## config.mk

```make
export PLATFORM = sky130hd
export DESIGN_NAME = bus_apb_bridge_flat
export DESIGN_NICKNAME = d
export VERILOG_FILES = /design/src/rtl/bus_pkg.sv /design/src/rtl/bus_apb_bridge_if.sv /design/src/rtl/bus_load_align.sv /design/src/rtl/bus_apb_bridge.sv /design/src/flat_wrapper.sv
export SDC_FILE = /design/constraint.sdc
export NUM_CORES = 1
export LEC_CHECK = 0
export CAP_MARGIN = 0
export CORE_MARGIN = 2
export CORE_UTILIZATION = 40
export DETAILED_ROUTE_END_ITERATION = 16
export HOLD_SLACK_MARGIN = 0.02
export PLACE_DENSITY = 0.82
export SLEW_MARGIN = 30
export SYNTH_ARGS = -nofsm -noshare
export SYNTH_HDL_FRONTEND = slang
export SYNTH_SLANG_ARGS = --single-unit
export TNS_END_PERCENT = 50
```

## constraint.sdc

```tcl
create_clock -name clk -period 2.8 [get_ports clk]
set_input_delay 0.28 -clock clk [delete_from_list [all_inputs] [get_ports clk]]
set_output_delay 0.28 -clock clk [all_outputs]
set_load 0.1 [all_outputs]
```

## src/rtl/bus_pkg.sv

```systemverilog
// Shared types and helpers for the CPU-to-APB bridge.
// Holds the access-type enum ({we, funct3}), the FSM state enum, the slave page
// map, the registered APB command payload, and the decode/legality/lane helpers.
package bus_pkg;

  localparam int unsigned NUM_SLAVES = 4;
  localparam int unsigned ADDR_W     = 32;
  localparam int unsigned DATA_W     = 32;
  localparam int unsigned STRB_W     = DATA_W / 8;
  localparam int unsigned DEC_W      = 20;

  // {we, funct3}: loads and stores share funct3 codes, so the write bit keeps the names distinct
  typedef enum logic [3:0] {
    LB  = 4'b0000,
    LH  = 4'b0001,
    LW  = 4'b0010,
    LBU = 4'b0100,
    LHU = 4'b0101,
    SB  = 4'b1000,
    SH  = 4'b1001,
    SW  = 4'b1010
  } access_e;

  typedef enum logic [1:0] {
    IDLE   = 2'd0,
    SETUP  = 2'd1,
    ACCESS = 2'd2,
    DONE   = 2'd3
  } state_e;

  // Address page (addr[31:12]) of each slave
  localparam logic [NUM_SLAVES-1:0][DEC_W-1:0] SLAVE_BASE = {
    20'h10003, 20'h10002, 20'h10001, 20'h10000
  };

  // Registered APB command driven onto PADDR/PWRITE/PWDATA/PSTRB
  typedef struct packed {
    logic [ADDR_W-1:0] addr;
    logic              write;
    logic [DATA_W-1:0] wdata;
    logic [STRB_W-1:0] strb;
  } apb_cmd_t;

  // One-hot slave select from the address page; all-zero when unmapped
  function automatic logic [NUM_SLAVES-1:0] decode(input logic [DEC_W-1:0] page);
    logic [NUM_SLAVES-1:0] sel;
    for (int unsigned i = 0; i < NUM_SLAVES; i++) begin
      sel[i] = (page == SLAVE_BASE[i]);
    end
    return sel;
  endfunction

  // Mapped, non-reserved and naturally aligned
  function automatic logic req_legal(input logic [2:0] funct3,
                                     input logic [DEC_W-1:0] page,
                                     input logic [1:0] off);
    logic ok;
    ok = |decode(page);
    if (funct3 == 3'b011 || funct3 == 3'b110 || funct3 == 3'b111) ok = 1'b0;
    if (funct3[1:0] == 2'b01 && off[0]) ok = 1'b0;
    if (funct3[1:0] == 2'b10 && off != 2'b00) ok = 1'b0;
    return ok;
  endfunction

  // Lane-replicated write data and byte strobes; loads carry no strobes
  function automatic apb_cmd_t build_cmd(input logic we, input logic [2:0] funct3,
                                         input logic [ADDR_W-1:0] addr,
                                         input logic [DATA_W-1:0] wdata);
    apb_cmd_t cmd;
    cmd.addr  = addr;
    cmd.write = we;
    cmd.wdata = wdata;
    cmd.strb  = '0;
    if (we) begin
      case (funct3[1:0])
        2'b00: begin
          cmd.wdata = {4{wdata[7:0]}};
          cmd.strb  = 4'b0001 << addr[1:0];
        end
        2'b01: begin
          cmd.wdata = {2{wdata[15:0]}};
          cmd.strb  = 4'b0011 << addr[1:0];
        end
        default: begin
          cmd.wdata = wdata;
          cmd.strb  = 4'b1111;
        end
      endcase
    end
    return cmd;
  endfunction

endpackage

```

## src/rtl/bus_apb_bridge_if.sv

```systemverilog
// Bus bundle for the bridge: CPU request/response side plus the APB side.
// modport master : the bridge (APB master, CPU-side responder).
// modport slave  : the environment (CPU and the four APB slaves).
interface bus_apb_bridge_if;
  import bus_pkg::*;

  logic                  busReq;
  logic                  busWe;
  logic [ADDR_W-1:0]     busAddr;
  logic [DATA_W-1:0]     busWData;
  logic [2:0]            strb;
  logic [DATA_W-1:0]     busRData;
  logic                  busReady;
  logic                  busErr;

  logic [ADDR_W-1:0]     PADDR;
  logic                  PWRITE;
  logic [NUM_SLAVES-1:0] PSEL;
  logic                  PENABLE;
  logic [DATA_W-1:0]     PWDATA;
  logic [STRB_W-1:0]     PSTRB;
  logic [DATA_W-1:0]     PRDATA0;
  logic [DATA_W-1:0]     PRDATA1;
  logic [DATA_W-1:0]     PRDATA2;
  logic [DATA_W-1:0]     PRDATA3;
  logic [NUM_SLAVES-1:0] PREADY;

  modport master (
    input  busReq, busWe, busAddr, busWData, strb,
    output busRData, busReady, busErr,
    output PADDR, PWRITE, PSEL, PENABLE, PWDATA, PSTRB,
    input  PRDATA0, PRDATA1, PRDATA2, PRDATA3, PREADY
  );

  modport slave (
    output busReq, busWe, busAddr, busWData, strb,
    input  busRData, busReady, busErr,
    input  PADDR, PWRITE, PSEL, PENABLE, PWDATA, PSTRB,
    output PRDATA0, PRDATA1, PRDATA2, PRDATA3, PREADY
  );

endinterface

```

## src/rtl/bus_load_align.sv

```systemverilog
// Combinational load extraction: picks the byte/halfword at byte_off and
// sign- or zero-extends it by funct3; LW passes the word through.
// Ports: funct3 (load size/sign), byte_off (addr[1:0]), rdata (slave word),
//        data_c (extended load result).
module bus_load_align
  import bus_pkg::*;
(
  input  logic [2:0]        funct3,
  input  logic [1:0]        byte_off,
  input  logic [DATA_W-1:0] rdata,
  output logic [DATA_W-1:0] data_c
);

  logic [15:0] lane;

  always_comb begin
    lane   = 16'(rdata >> {byte_off, 3'b000});
    data_c = rdata;
    case ({1'b0, funct3})
      LB:      data_c = {{24{lane[7]}}, lane[7:0]};
      LBU:     data_c = {24'h000000, lane[7:0]};
      LH:      data_c = {{16{lane[15]}}, lane};
      LHU:     data_c = {16'h0000, lane};
      default: data_c = rdata;
    endcase
  end

endmodule

```

## src/rtl/bus_apb_bridge.sv

```systemverilog
// CPU load/store to APB bridge, FSM IDLE -> SETUP -> ACCESS -> DONE.
// Illegal requests (misaligned, reserved funct3, unmapped) skip the APB bus
// and complete with busErr. Optional ACCESS watchdog under APB_TIMEOUT_EN.
// Ports: clk, reset (async active-low), bus (bus_apb_bridge_if.master:
//        CPU busReq/busWe/busAddr/busWData/strb -> busRData/busReady/busErr,
//        APB PADDR/PWRITE/PSEL/PENABLE/PWDATA/PSTRB <- PRDATA0..3/PREADY).
module bus_apb_bridge #(
  parameter int unsigned TIMEOUT_CYCLES = 255,
  parameter int unsigned NUM_SLAVES     = bus_pkg::NUM_SLAVES
) (
  input  logic             clk,
  input  logic             reset,
  bus_apb_bridge_if.master bus
);
  import bus_pkg::*;

  if (NUM_SLAVES != 4 || TIMEOUT_CYCLES == 0) begin : g_bad_cfg
    $error("bus_apb_bridge: NUM_SLAVES must be 4 and TIMEOUT_CYCLES nonzero");
  end

  state_e                state_q, state_d;
  apb_cmd_t              cmd_q, cmd_d;
  logic [2:0]            f3_q, f3_d;
  logic [NUM_SLAVES-1:0] psel_q, psel_d;
  logic                  penable_q, penable_d;
  logic                  ready_q, ready_d;
  logic                  err_q, err_d;
  logic [DATA_W-1:0]     rdata_q, rdata_d;

  logic [NUM_SLAVES-1:0] dec_c;
  logic                  legal_c;
  logic                  pready_sel_c;
  logic [DATA_W-1:0]     prdata_sel_c;
  logic [DATA_W-1:0]     load_data_c;

`ifdef APB_TIMEOUT_EN
  localparam int unsigned CNT_W = (TIMEOUT_CYCLES > 1) ? $clog2(TIMEOUT_CYCLES) : 1;
  logic [CNT_W-1:0] cnt_q, cnt_d;
`endif

  // Request decode and selected-slave response muxing
  always_comb begin
    dec_c        = decode(bus.busAddr[ADDR_W-1 -: DEC_W]);
    legal_c      = req_legal(bus.strb, bus.busAddr[ADDR_W-1 -: DEC_W], bus.busAddr[1:0]);
    pready_sel_c = |(bus.PREADY & psel_q);
    prdata_sel_c = ({DATA_W{psel_q[0]}} & bus.PRDATA0) |
                   ({DATA_W{psel_q[1]}} & bus.PRDATA1) |
                   ({DATA_W{psel_q[2]}} & bus.PRDATA2) |
                   ({DATA_W{psel_q[3]}} & bus.PRDATA3);
  end

  bus_load_align u_load_align (
    .funct3   (f3_q),
    .byte_off (cmd_q.addr[1:0]),
    .rdata    (prdata_sel_c),
    .data_c   (load_data_c)
  );

  // State register
  always_ff @(posedge clk or negedge reset) begin
    if (!reset) state_q <= IDLE;
    else        state_q <= state_d;
  end

  // Next state and next values of every registered output
  always_comb begin
    state_d   = state_q;
    cmd_d     = cmd_q;
    f3_d      = f3_q;
    psel_d    = '0;
    penable_d = 1'b0;
    ready_d   = 1'b0;
    err_d     = 1'b0;
    rdata_d   = rdata_q;
`ifdef APB_TIMEOUT_EN
    cnt_d     = '0;
`endif
    case (state_q)
      IDLE: begin
        if (bus.busReq) begin
          if (legal_c) begin
            state_d = SETUP;
            cmd_d   = build_cmd(bus.busWe, bus.strb, bus.busAddr, bus.busWData);
            f3_d    = bus.strb;
            psel_d  = dec_c;
          end else begin
            state_d = DONE;
            ready_d = 1'b1;
            err_d   = 1'b1;
            rdata_d = '0;
          end
        end
      end
      SETUP: begin
        state_d   = ACCESS;
        psel_d    = psel_q;
        penable_d = 1'b1;
      end
      ACCESS: begin
        if (pready_sel_c) begin
          state_d = DONE;
          ready_d = 1'b1;
          rdata_d = cmd_q.write ? '0 : load_data_c;
        end else begin
          psel_d    = psel_q;
          penable_d = 1'b1;
`ifdef APB_TIMEOUT_EN
          // Abort on the TIMEOUT_CYCLES-th consecutive stalled ACCESS cycle
          if (cnt_q == CNT_W'(TIMEOUT_CYCLES - 1)) begin
            state_d   = DONE;
            psel_d    = '0;
            penable_d = 1'b0;
            ready_d   = 1'b1;
            err_d     = 1'b1;
            rdata_d   = '0;
          end else begin
            cnt_d = cnt_q + CNT_W'(1);
          end
`endif
        end
      end
      DONE:    state_d = IDLE;
      default: state_d = IDLE;
    endcase
  end

  // Command and output registers
  always_ff @(posedge clk or negedge reset) begin
    if (!reset) begin
      cmd_q     <= '0;
      f3_q      <= '0;
      psel_q    <= '0;
      penable_q <= 1'b0;
      ready_q   <= 1'b0;
      err_q     <= 1'b0;
      rdata_q   <= '0;
    end else begin
      cmd_q     <= cmd_d;
      f3_q      <= f3_d;
      psel_q    <= psel_d;
      penable_q <= penable_d;
      ready_q   <= ready_d;
      err_q     <= err_d;
      rdata_q   <= rdata_d;
    end
  end

`ifdef APB_TIMEOUT_EN
  // Stall counter for the ACCESS watchdog
  always_ff @(posedge clk or negedge reset) begin
    if (!reset) cnt_q <= '0;
    else        cnt_q <= cnt_d;
  end
`endif

  assign bus.PADDR    = cmd_q.addr;
  assign bus.PWRITE   = cmd_q.write;
  assign bus.PWDATA   = cmd_q.wdata;
  assign bus.PSTRB    = cmd_q.strb;
  assign bus.PSEL     = psel_q;
  assign bus.PENABLE  = penable_q;
  assign bus.busRData = rdata_q;
  assign bus.busReady = ready_q;
  assign bus.busErr   = err_q;

endmodule

```

## src/flat_wrapper.sv

```systemverilog
// flat-port wrapper written by rule: the top's interface ports become plain ports
module bus_apb_bridge_flat import bus_pkg::*;
#(
  parameter int unsigned TIMEOUT_CYCLES = 255,
  parameter int unsigned NUM_SLAVES     = bus_pkg::NUM_SLAVES
)
  (clk, reset, bus_busReq, bus_busWe, bus_busAddr, bus_busWData, bus_strb, bus_busRData, bus_busReady, bus_busErr, bus_PADDR, bus_PWRITE, bus_PSEL, bus_PENABLE, bus_PWDATA, bus_PSTRB, bus_PRDATA0, bus_PRDATA1, bus_PRDATA2, bus_PRDATA3, bus_PREADY);
  bus_apb_bridge_if bus_i ();
  input  logic clk;
  input  logic reset;
  input wire logic [$bits(bus_i.busReq)-1:0] bus_busReq;
  input wire logic [$bits(bus_i.busWe)-1:0] bus_busWe;
  input wire logic [$bits(bus_i.busAddr)-1:0] bus_busAddr;
  input wire logic [$bits(bus_i.busWData)-1:0] bus_busWData;
  input wire logic [$bits(bus_i.strb)-1:0] bus_strb;
  output wire logic [$bits(bus_i.busRData)-1:0] bus_busRData;
  output wire logic [$bits(bus_i.busReady)-1:0] bus_busReady;
  output wire logic [$bits(bus_i.busErr)-1:0] bus_busErr;
  output wire logic [$bits(bus_i.PADDR)-1:0] bus_PADDR;
  output wire logic [$bits(bus_i.PWRITE)-1:0] bus_PWRITE;
  output wire logic [$bits(bus_i.PSEL)-1:0] bus_PSEL;
  output wire logic [$bits(bus_i.PENABLE)-1:0] bus_PENABLE;
  output wire logic [$bits(bus_i.PWDATA)-1:0] bus_PWDATA;
  output wire logic [$bits(bus_i.PSTRB)-1:0] bus_PSTRB;
  input wire logic [$bits(bus_i.PRDATA0)-1:0] bus_PRDATA0;
  input wire logic [$bits(bus_i.PRDATA1)-1:0] bus_PRDATA1;
  input wire logic [$bits(bus_i.PRDATA2)-1:0] bus_PRDATA2;
  input wire logic [$bits(bus_i.PRDATA3)-1:0] bus_PRDATA3;
  input wire logic [$bits(bus_i.PREADY)-1:0] bus_PREADY;
  assign bus_i.busReq = bus_busReq;
  assign bus_i.busWe = bus_busWe;
  assign bus_i.busAddr = bus_busAddr;
  assign bus_i.busWData = bus_busWData;
  assign bus_i.strb = bus_strb;
  assign bus_busRData = bus_i.busRData;
  assign bus_busReady = bus_i.busReady;
  assign bus_busErr = bus_i.busErr;
  assign bus_PADDR = bus_i.PADDR;
  assign bus_PWRITE = bus_i.PWRITE;
  assign bus_PSEL = bus_i.PSEL;
  assign bus_PENABLE = bus_i.PENABLE;
  assign bus_PWDATA = bus_i.PWDATA;
  assign bus_PSTRB = bus_i.PSTRB;
  assign bus_i.PRDATA0 = bus_PRDATA0;
  assign bus_i.PRDATA1 = bus_PRDATA1;
  assign bus_i.PRDATA2 = bus_PRDATA2;
  assign bus_i.PRDATA3 = bus_PRDATA3;
  assign bus_i.PREADY = bus_PREADY;
  bus_apb_bridge #(.TIMEOUT_CYCLES(TIMEOUT_CYCLES), .NUM_SLAVES(NUM_SLAVES)) u_core (.clk(clk), .reset(reset), .bus(bus_i));
endmodule
```

; Word level (Yosys, flattened, before mapping)
; Index checks and enable logic that the tools add are counted.
; Widths: inputs -> output; s select.
[totals]
register_bits = 113
output_inout_bits = 108
input_bits = 203
[classes]
bitwise = 9
n_mux = 26
shift = 3
eq_ne = 18
reduce_logical = 15
[op_table]
columns = operator, n
row1 = $and 32x32->32, 4
row2 = $mux 32, 4
row3 = $pmux 32 s4, 1
row4 = $or 32x32->32, 3
row5 = $eq 20x17->1 const B, 4
row6 = $pmux 36 s2, 1
row7 = $pmux 32 s2, 1
row8 = $mux 36, 1
row9 = $shr 32x5->16, 1
row10 = $eq 3x3->1 const B, 4
row11 = $mux 4, 3
row12 = $pmux 4 s3, 1
row13 = $mux 1, 8
row14 = $pmux 2 s4, 1
row15 = $reduce_or 4->1, 2
row16 = $eq 2x2->1 const B, 3
row17 = $mux 2, 3
row18 = $and 4x4->4, 1
row19 = $eq 2x1->1 const B, 2
row20 = $logic_not 2->1, 2
row21 = $ne 2x2->1 const B, 2
row22 = $pmux 1 s2, 2
row23 = $reduce_and 2->1, 2
row24 = $reduce_and 4->1, 1
row25 = 11 further kinds, 14

; Longest topological paths before layout
; Gate-level depths: netlist (run 1).
[depth]
depth_word = 9
ltp_mapped = 9
depth_no_buf = 8

; Modules after synthesis
; Synthesis (run 1) repeated with hierarchy kept, for this count alone.
[hier_totals]
hier_cells = 635
area_unflattened_um2 = 6359.8
[modules_own_cells]
columns = module, n_inst, seq_area_each_um2, area_each_um2, cells_each
row1 = bus_apb_bridge, 1, 2827.7, 5644.2, 524
row2 = bus_load_align, 1, 0.0, 715.7, 111

; Worst setup path after synthesis (run 1)
; No wires, ideal clock.
[synth_timing]
path_kind = register -> register
startpoint = register u_core.psel_q[0], in the netlist u_core.bus.PSEL[0]
endpoint = register u_core.rdata_q[20], in the netlist u_core.bus.busRData[20]
arrival_time_ns = 2.419
slack_ns = 0.259
path_stages_with_launch = 9
path_buffers = 2
cell_sequence = dfrtp_1 buf_2 a22o_1 a221oi_2 nand3_1 a41oi_4 a21oi_4 buf_6 a22o_1
[synth_between]
elab_chain_len = 9
word_cells_on_any_way = 13
[synth_rtl]
columns = element, line_no
row1 = from (decl), bus_apb_bridge.sv:24  ; logic [NUM_SLAVES-1:0] psel_q, psel_d;
row2 = from (signal assigned), bus_apb_bridge.sv:140  ; psel_q <= psel_d;
row3 = $and 32x32->32, bus_apb_bridge.sv:46  ; prdata_sel_c = ({DATA_W{psel_q[0]}} & bus.PRDATA0) |
row4 = $or 32x32->32, bus_apb_bridge.sv:46
row5 = $or 32x32->32, bus_apb_bridge.sv:47  ; ({DATA_W{psel_q[1]}} & bus.PRDATA1) |
row6 = $or 32x32->32, bus_apb_bridge.sv:48  ; ({DATA_W{psel_q[2]}} & bus.PRDATA2) |
row7 = $shr 32x5->16, bus_load_align.sv:17  ; lane = 16'(rdata >> {byte_off, 3'b000});
row8 = $pmux 32 s4, bus_load_align.sv:19  ; case ({1'b0, funct3})
row9 = $mux 32, bus_apb_bridge.sv:103  ; rdata_d = cmd_q.write ? '0 : load_data_c;
row10 = $mux 32, bus_apb_bridge.sv:100  ; if (pready_sel_c) begin
row11 = $pmux 32 s2, bus_apb_bridge.sv:78  ; case (state_q)
row12 = to (signal assigned), bus_apb_bridge.sv:144  ; rdata_q <= rdata_d;
row13 = to (decl), bus_apb_bridge.sv:28  ; logic [DATA_W-1:0] rdata_q, rdata_d;
; Several ways; a longest one is shown, not always the timed one. The select of a mux whose other input is x is not followed.
; A chain may end at the register's enable or synchronous reset.

; Final worst setup path (run 1)
[layout_timing]
startpoint = register u_core.psel_q[1], in the netlist u_core.bus.PSEL[1]
endpoint = register u_core.rdata_q[30], in the netlist u_core.bus.busRData[30]
[layout_between]
elab_chain_len = 9
word_cells_on_any_way = 13
[layout_rtl]
columns = element, line_no
row1 = $and 32x32->32, bus_apb_bridge.sv:47
row2 = $or 32x32->32, bus_apb_bridge.sv:46
row3 = $or 32x32->32, bus_apb_bridge.sv:47
row4 = $or 32x32->32, bus_apb_bridge.sv:48
row5 = $shr 32x5->16, bus_load_align.sv:17
row6 = $pmux 32 s4, bus_load_align.sv:19
row7 = $mux 32, bus_apb_bridge.sv:103
row8 = $mux 32, bus_apb_bridge.sv:100
row9 = $pmux 32 s2, bus_apb_bridge.sv:78
; Several ways; a longest one is shown, not always the timed one. The select of a mux whose other input is x is not followed.

==> flow_summary.json, run 1 <==
{
  "result_of_the_run": "finished, final reports clean",
  "synth_simple_gate_area_share": 0.1715,
  "synth-adder-area-share": 0.006398,
  "cts.clk_slew.worst_paths_ps": 60,
  "holdCritPathClass": "input port to asynchronous set/reset pin",
  "post_cts.repair.setup_buffers": 0,
  "netlist-cell-type-count": 44,
  "timing.clock.skew_ps": 6.497,
  "core_rows": 44,
  "routed_wl_um": 21390,
  "critical_path.startpoint": "u_core.bus.PSEL[1]",
  "cts_tree": "built",
  "postSynthNetCount": 821,
  "top_reg_cell_synth": "sky130_fd_sc_hd__dfrtp_1",
  "synthesis.area_per_instance_um2": 9.540,
  "top_count_cell_post_synth": "sky130_fd_sc_hd__nand2_1",
  "antenna_found_initial": 0,
  "critical_path_peak_fanout": 16,
  "syn-instance-count": 615,
  "synth-seq-area-share": 0.4820,
  "slew_at_the_pin_with_the_worst_max_slew_slack_ps": 866.6,
  "netlist_area_um2": 5867,
  "clock_path_buffers": 2,
  "post_synth_most_frequent_cells": "140 x sky130_fd_sc_hd__nand2_1, 113 x sky130_fd_sc_hd__dfrtp_1, 49 x sky130_fd_sc_hd__a22o_1, 49 x sky130_fd_sc_hd__o21ai_0, 36 x sky130_fd_sc_hd__a221oi_1",
  "critPathCaptureType": "flop",
  "io_buffer_count": 310,
  "final_worst_path_period_share": 0.8884,
  "async_flop_share": 1.000,
  "fmax_ghz": 0.4020,
  "cts.sink_count": 113,
  "start_util": 0.4067,
  "hold_viol": 0,
  "worstSetupPathType": "flop to flop",
  "gp_congestion": 0.8718,
  "worst_ep_required_time_ps": 3100,
  "startpoint_type": "flop",
  "timing.setup.tns_ps": 0,
  "placedInstanceArea_um2": 9005,
  "num_io_pins": 311,
  "critical-path-top-delay-family": "compound AO/OA/AOI/OAI gates",
  "die_height_um": 125.1,
  "synth_xor_area_frac": 0,
  "floorplan.die_area_um2": 15650,
  "avgViaCountPerCell": 5.357,
  "power.ir.vdd_worst_v": 0.0003219,
  "numCtsBuffers": 17,
  "critical_path.cell_chain": "buf_4 > a22o_1 > a221oi_2 > nand3_1 > a41oi_4 > a21oi_4 > a22o_1",
  "ys_top_cells_by_area": "sky130_fd_sc_hd__dfrtp_1 48%, sky130_fd_sc_hd__nand2_1 9.0%, sky130_fd_sc_hd__a22o_1 7.3%, sky130_fd_sc_hd__mux2i_1 5.6%, sky130_fd_sc_hd__a221oi_1 5.4%",
  "fin_area_um2": 9635,
  "core-area_um2": 14420,
  "dr.first_iter.drc_count": 463,
  "finalMaxSlewViolations": 0,
  "worstReg2RegStart": "u_core.bus.PSEL[1]",
  "die-width_um": 125.1,
  "standby_leakage_power_nw": 4.480,
  "clock-root-buffer": "sky130_fd_sc_hd__clkbuf_16",
  "power.density_nw_per_um2": 445.5,
  "cp_common_cell": "sky130_fd_sc_hd__a22o_1",
  "drt-wirelength-per-cell_um": 19.07,
  "post-route-min-period_ps": 2488,
  "worst_skew_pair.late_latency_ps": 410,
  "detail_route.drc_violations": 0,
  "place.detailed.hpwl_um": 16200,
  "ctsHtreeMaxLevel": 4,
  "hold_ws_ps": 358.1,
  "route.met2.wl_um": 10590,
  "insertedDiodeCount": 0,
  "synth-warning-count": 0,
  "drive_gt1_frac": 0.2015,
  "setup_viol_count_final": 0,
  "antenna_left": 0,
  "synth_compound_gate_area_share": 0.2459,
  "yosys.area.top_type": "sky130_fd_sc_hd__dfrtp_1",
  "cp.buffers_inverters": 1,
  "worst_path_max_stage_delay_ps": 460,
  "dr.pass1.iters": 6,
  "critical_path.slowest_cell": "sky130_fd_sc_hd__dfrtp_1",
  "max_cap_violations": 0,
  "syn2layout_area_growth_pct": 64.24,
  "total_number_of_vias": 6010,
  "number_of_enable_flip_flop_cells_after_synthesis": 0,
  "synth.top_cell.area_share": 0.4820,
  "rsz0062_at_grt": "false",
  "first_global_vias": 6129,
  "arrival_ps": 2790,
  "nNetsFinal": 1131,
  "grt.total_usage": 0.2718,
  "wl_met3_um": 1828,
  "maxSlewHeadroom": 0.4222,
  "grt_first_pass_wirelength_um": 33200,
  "largest_family_of_logic_cells_by_synthesized_area": "compound AO/OA/AOI/OAI gates",
  "top_layer_used": "met4",
  "met1Wirelength_um": 8289,
  "grt_overflow": 0,
  "postSynthRegisterBits": 113,
  "grt_max_degree": 101,
  "synth.mux.area_fraction": 0.05630
}
## power by group
group | switching, mW | internal [mW] | leakage, nW | total [mW]
registers | 0 | 1.63 | 1.57 | 1.63
logic | 0.126 | 0.278 | 2.61 | 0.404
clock network | 0.783 | 1.47 | 0.299 | 2.25
total | 0.909 | 3.38 | 4.48 | 4.29
## kinds of logic (layout without fill, tap and decap cells)
kind of cell / Yosys count / in the layout
muxes: 33 / 33
adders and majority gates: 3 / 3
buffers and inverters: 52 / 375
AOI/OAI and AO/OA: 186 / 186
and+or+nand+nor: 228 / 228
DFF: 113 / 113
## worst reg2reg max path: stages, from the launching register on
cell                       delay, ps
sky130_fd_sc_hd__dfrtp_1         460
sky130_fd_sc_hd__buf_4           240
sky130_fd_sc_hd__a22o_1          240
sky130_fd_sc_hd__a221oi_2        330
sky130_fd_sc_hd__nand3_1         210
sky130_fd_sc_hd__a41oi_4         440
sky130_fd_sc_hd__a21oi_4         220
sky130_fd_sc_hd__a22o_1          250
## placed cells by master, fill, tap and decap left out, types with 3 or more instances in the layout
| cell type | count |
|---|---|
| sky130_fd_sc_hd__inv_6 | 3 |
| sky130_fd_sc_hd__o21ai_1 | 3 |
| sky130_fd_sc_hd__inv_1 | 3 |
| sky130_fd_sc_hd__clkdlybuf4s50_1 | 201 |
| sky130_fd_sc_hd__a221oi_2 | 3 |
| sky130_fd_sc_hd__o22ai_1 | 7 |
| sky130_fd_sc_hd__mux2i_1 | 33 |
| sky130_fd_sc_hd__nor3_1 | 7 |
| sky130_fd_sc_hd__a21oi_1 | 8 |
| sky130_fd_sc_hd__o21ai_0 | 49 |
| sky130_fd_sc_hd__nand2b_1 | 6 |
| sky130_fd_sc_hd__a21o_1 | 9 |
| sky130_fd_sc_hd__ha_1 | 3 |
| sky130_fd_sc_hd__nor4_1 | 3 |
| sky130_fd_sc_hd__a221oi_1 | 36 |
| sky130_fd_sc_hd__o211ai_1 | 3 |
| sky130_fd_sc_hd__a22o_1 | 49 |
| sky130_fd_sc_hd__a22oi_1 | 3 |
| sky130_fd_sc_hd__clkinvlp_4 | 3 |
| sky130_fd_sc_hd__nand2_1 | 140 |
| sky130_fd_sc_hd__nand3_1 | 4 |
| sky130_fd_sc_hd__clkbuf_8 | 3 |
| sky130_fd_sc_hd__clkbuf_16 | 17 |
| sky130_fd_sc_hd__and2_1 | 18 |
| sky130_fd_sc_hd__clkinv_2 | 3 |
| sky130_fd_sc_hd__nor2b_1 | 5 |
| sky130_fd_sc_hd__a211o_1 | 7 |
| sky130_fd_sc_hd__or2_2 | 3 |
| sky130_fd_sc_hd__bufinv_16 | 3 |
| sky130_fd_sc_hd__buf_12 | 4 |
| sky130_fd_sc_hd__buf_4 | 134 |
| sky130_fd_sc_hd__nor2_1 | 32 |
| sky130_fd_sc_hd__dfrtp_1 | 113 |
## stage by stage
step                total power [mW]  setup WS [ps]  utilization  std cells
floorplan                      1.710          259.5            -        615
global placement               2.064          209.7       0.6243       1089
detailed placement             2.068          111.5       0.6243       1089
CTS                            4.328          340.9       0.6680       1122
global route                   4.437          232.4       0.6680       1122
finish                         4.293          312.4       0.6680       1122
## worst paths after layout
path	slack [ps]	endpoint	cells after the start
worst max register to register	310	u_core.bus.busRData[30]	7
worst max-delay path	310	u_core.bus.busRData[30]	7
max in group asynchronous	1680	u_core.bus.PWDATA[13]	3
worst min register to register	480	u_core.bus.PADDR[7]	2
min in group clk	390	u_core.bus.PADDR[8]	3
worst min-delay path	360	u_core.bus.busRData[17]	2
## layout make-up
class	instances	area (um2)
well taps	184	230.2
flip-flops and latches	113	2828
clock inverters	12	153.9
clock buffers	20	466.7
inverters	3	11.26
fillers	1199	4788
multi-input cells	450	2838
repair buffers	340	3108
## layer usage
metal	up-vias	GRT usage
met1	2821	0.3128
met3	44	0.08601
li1	2851	-
met4	0	0.1144
met2	294	0.4684
met5	-	0
## state kept, by name, summed over array words and instances, names as in the netlist
signal / count
u_core.bus.PADDR: 32
u_core.bus.busReady: 1
u_core.bus.busRData: 32
u_core.bus.PSEL: 4
u_core.state_q: 2
u_core.bus.PWRITE: 1
u_core.bus.PWDATA: 32
u_core.f3_q: 3
u_core.bus.busErr: 1
u_core.bus.PENABLE: 1
u_core.bus.PSTRB: 4
## repair_timing
item,CTS,global route
hold buffers,1,0
gates resized for setup,0,0
hold endpoints to repair,29,0
No activity file was read; power rests on OpenSTA's default activity.
==> run 2: changes to the inputs <==
==> constraint.sdc (replaced) <==
create_clock -name clk -period 2.65 [get_ports clk]
set_input_delay 0.265 -clock clk [delete_from_list [all_inputs] [get_ports clk]]
set_output_delay 0.265 -clock clk [all_outputs]
set_load 0.1 [all_outputs]
==> flow_summary.json, run 2 (synthesis gave the netlist of run 1 again) <==
{
  "result_of_the_run": "finished, final reports clean",
  "numCtsBuffers": 17,
  "antenna_found_initial": 0,
  "total_number_of_vias": 6020,
  "cts.clk_slew.worst_paths_ps": 50,
  "mostFrequentLayoutCells": "201 x sky130_fd_sc_hd__clkdlybuf4s50_1, 140 x sky130_fd_sc_hd__nand2_1, 130 x sky130_fd_sc_hd__buf_4, 113 x sky130_fd_sc_hd__dfrtp_1",
  "startpoint_type": "flop",
  "finalMaxSlewViolations": 0,
  "layout.cells.non_filler": 1121,
  "rsz0062_at_grt": "false",
  "dr.pass1.iters": 6,
  "critPathCaptureType": "flop",
  "grt_max_degree": 114,
  "core_rows": 44,
  "power.density_nw_per_um2": 451.0,
  "core-area_um2": 14420,
  "die-width_um": 125.1,
  "nNetsFinal": 1131,
  "final_worst_path_period_share": 0.8820,
  "syn2layout_area_growth_pct": 64.24,
  "detail_route.drc_violations": 0,
  "avgViaCountPerCell": 5.370,
  "grt_overflow": 0,
  "floorplan.die_area_um2": 15650,
  "place.detailed.hpwl_um": 15850,
  "fillCellCount": 1162,
  "routed_wl_um": 21110,
  "layout.cells.most_common": "sky130_fd_sc_hd__clkdlybuf4s50_1",
  "arrival_ps": 2670,
  "fmax_ghz": 0.4279,
  "clock_path_buffers": 2,
  "post_cts.repair.setup_buffers": 0,
  "io_buffer_count": 310,
  "grt.total_usage": 0.2686,
  "worst_skew_pair.late_latency_ps": 400,
  "dr.first_iter.drc_count": 468,
  "maxSlewHeadroom": 0.5717,
  "ctsHtreeMaxLevel": 4,
  "hold_viol": 0,
  "drt-wirelength-per-cell_um": 18.83,
  "holdCritPathClass": "input port to flop",
  "clock-root-buffer": "sky130_fd_sc_hd__clkbuf_16",
  "standby_leakage_power_nw": 4.477,
  "cts_tree": "built",
  "insertedDiodeCount": 0,
  "slew_at_the_pin_with_the_worst_max_slew_slack_ps": 642.4,
  "worstSetupPathType": "flop to flop",
  "grt_first_pass_wirelength_um": 33200,
  "die_height_um": 125.1,
  "gp_congestion": 0.8551,
  "power.ir.vdd_worst_v": 0.0003838,
  "worst_ep_required_time_ps": 2980,
  "num_io_pins": 311,
  "critical_path_peak_fanout": 22,
  "start_util": 0.4067,
  "drive_gt1_frac": 0.1996,
  "place_inst": 1089,
  "cts.sink_count": 113,
  "post-route-min-period_ps": 2337,
  "first_global_vias": 6254,
  "timing.setup.tns_ps": 0,
  "setup_viol_count_final": 0,
  "timing.clock.skew_ps": 10.82,
  "max_cap_violations": 0,
  "antenna_left": 0
}
## run 2: cell types whose count changed in the layout (fill, tap and decap cells not counted)
cell                         before  now
sky130_fd_sc_hd__clkinvlp_4       3    2
sky130_fd_sc_hd__clkbuf_1         0    1
sky130_fd_sc_hd__bufinv_16        3    2
sky130_fd_sc_hd__clkbuf_8         3    2
sky130_fd_sc_hd__buf_12           4    8
sky130_fd_sc_hd__buf_4          134  130
sky130_fd_sc_hd__inv_6            3    0
sky130_fd_sc_hd__clkinv_2         3    6
sky130_fd_sc_hd__clkinv_4         0    1
## run 2: repair_timing
action | in CTS | in global routing
endpoints found under the hold margin | 113 | 0
hold buffers | 1 | 0
gates resized for setup | 0 | 0
## run 2: path summary, 6_finish.rpt
check	start	to	slack (ps)	cells past startpoint
worst max register to register	u_core.bus.PSEL[0]	u_core.bus.busRData[25]	310	7
worst min-delay path	bus_busAddr[11]	u_core.bus.PADDR[11]	390	3
worst min register to register	u_core.bus.PADDR[6]	u_core.bus.PADDR[6]	480	2
worst max-delay path	u_core.bus.PSEL[0]	u_core.bus.busRData[25]	310	7
max in group asynchronous	reset	u_core.bus.PADDR[0]	1670	3
min in group asynchronous	reset	u_core.bus.busRData[13]	470	3
## run 2: power by group
group	total, mW	internal (mW)	switching, mW
clock	2.19	1.42	0.775
sequential	1.73	1.73	0
combinational	0.426	0.294	0.132
total	4.35	3.44	0.907
## run 2: cell type report
type | instances | area, um2 | share of cell area
tap | 184 | 230.2 | 0.02389
timing repair buffer | 340 | 3158 | 0.3277
clock inverter | 11 | 113.9 | 0.01182
multi-input combinational | 450 | 2838 | 0.2945
inverter | 3 | 11.26 | 0.001169
clock buffer | 20 | 456.7 | 0.04740
sequential | 113 | 2828 | 0.2935
## run 2: worst max-delay path, cell delays in order (launching register included)
cell,delay [ps]
sky130_fd_sc_hd__dfrtp_1,580
sky130_fd_sc_hd__buf_4,350
sky130_fd_sc_hd__a221oi_2,120
sky130_fd_sc_hd__buf_4,160
sky130_fd_sc_hd__a22oi_1,210
sky130_fd_sc_hd__nand4b_1,180
sky130_fd_sc_hd__a21oi_4,450
sky130_fd_sc_hd__a22o_1,210
## run 2: through the flow
| stage | area (um2) | setup WS, ps | power, mW | util | hold WS [ps] |
|---|---|---|---|---|---|
| 2_1_floorplan | 5867 | 109.5 | 1.807 | - | -30.59 |
| 3_3_place_gp | 9055 | 297.3 | 2.181 | 0.6278 | 394.6 |
| 3_5_place_dp | 9055 | 241.3 | 2.186 | 0.6278 | 397.8 |
| 4_1_cts | 9635 | 287.1 | 4.393 | 0.6680 | 369.6 |
| 5_1_grt | 9635 | 156.4 | 4.516 | 0.6680 | 369.7 |
| 6_report | 9635 | 312.8 | 4.346 | 0.6680 | 390.1 |
## run 2: layer usage
layer	GRT usage	up-vias	part of all wire	wire length, um
met1	0.3100	2861	0.38	8111
met2	0.4632	282	0.50	10510
met4	0.09216	0	0.019	406
li1	-	2849	-	-
met3	0.09671	28	0.099	2085
met5	0	-	0	0
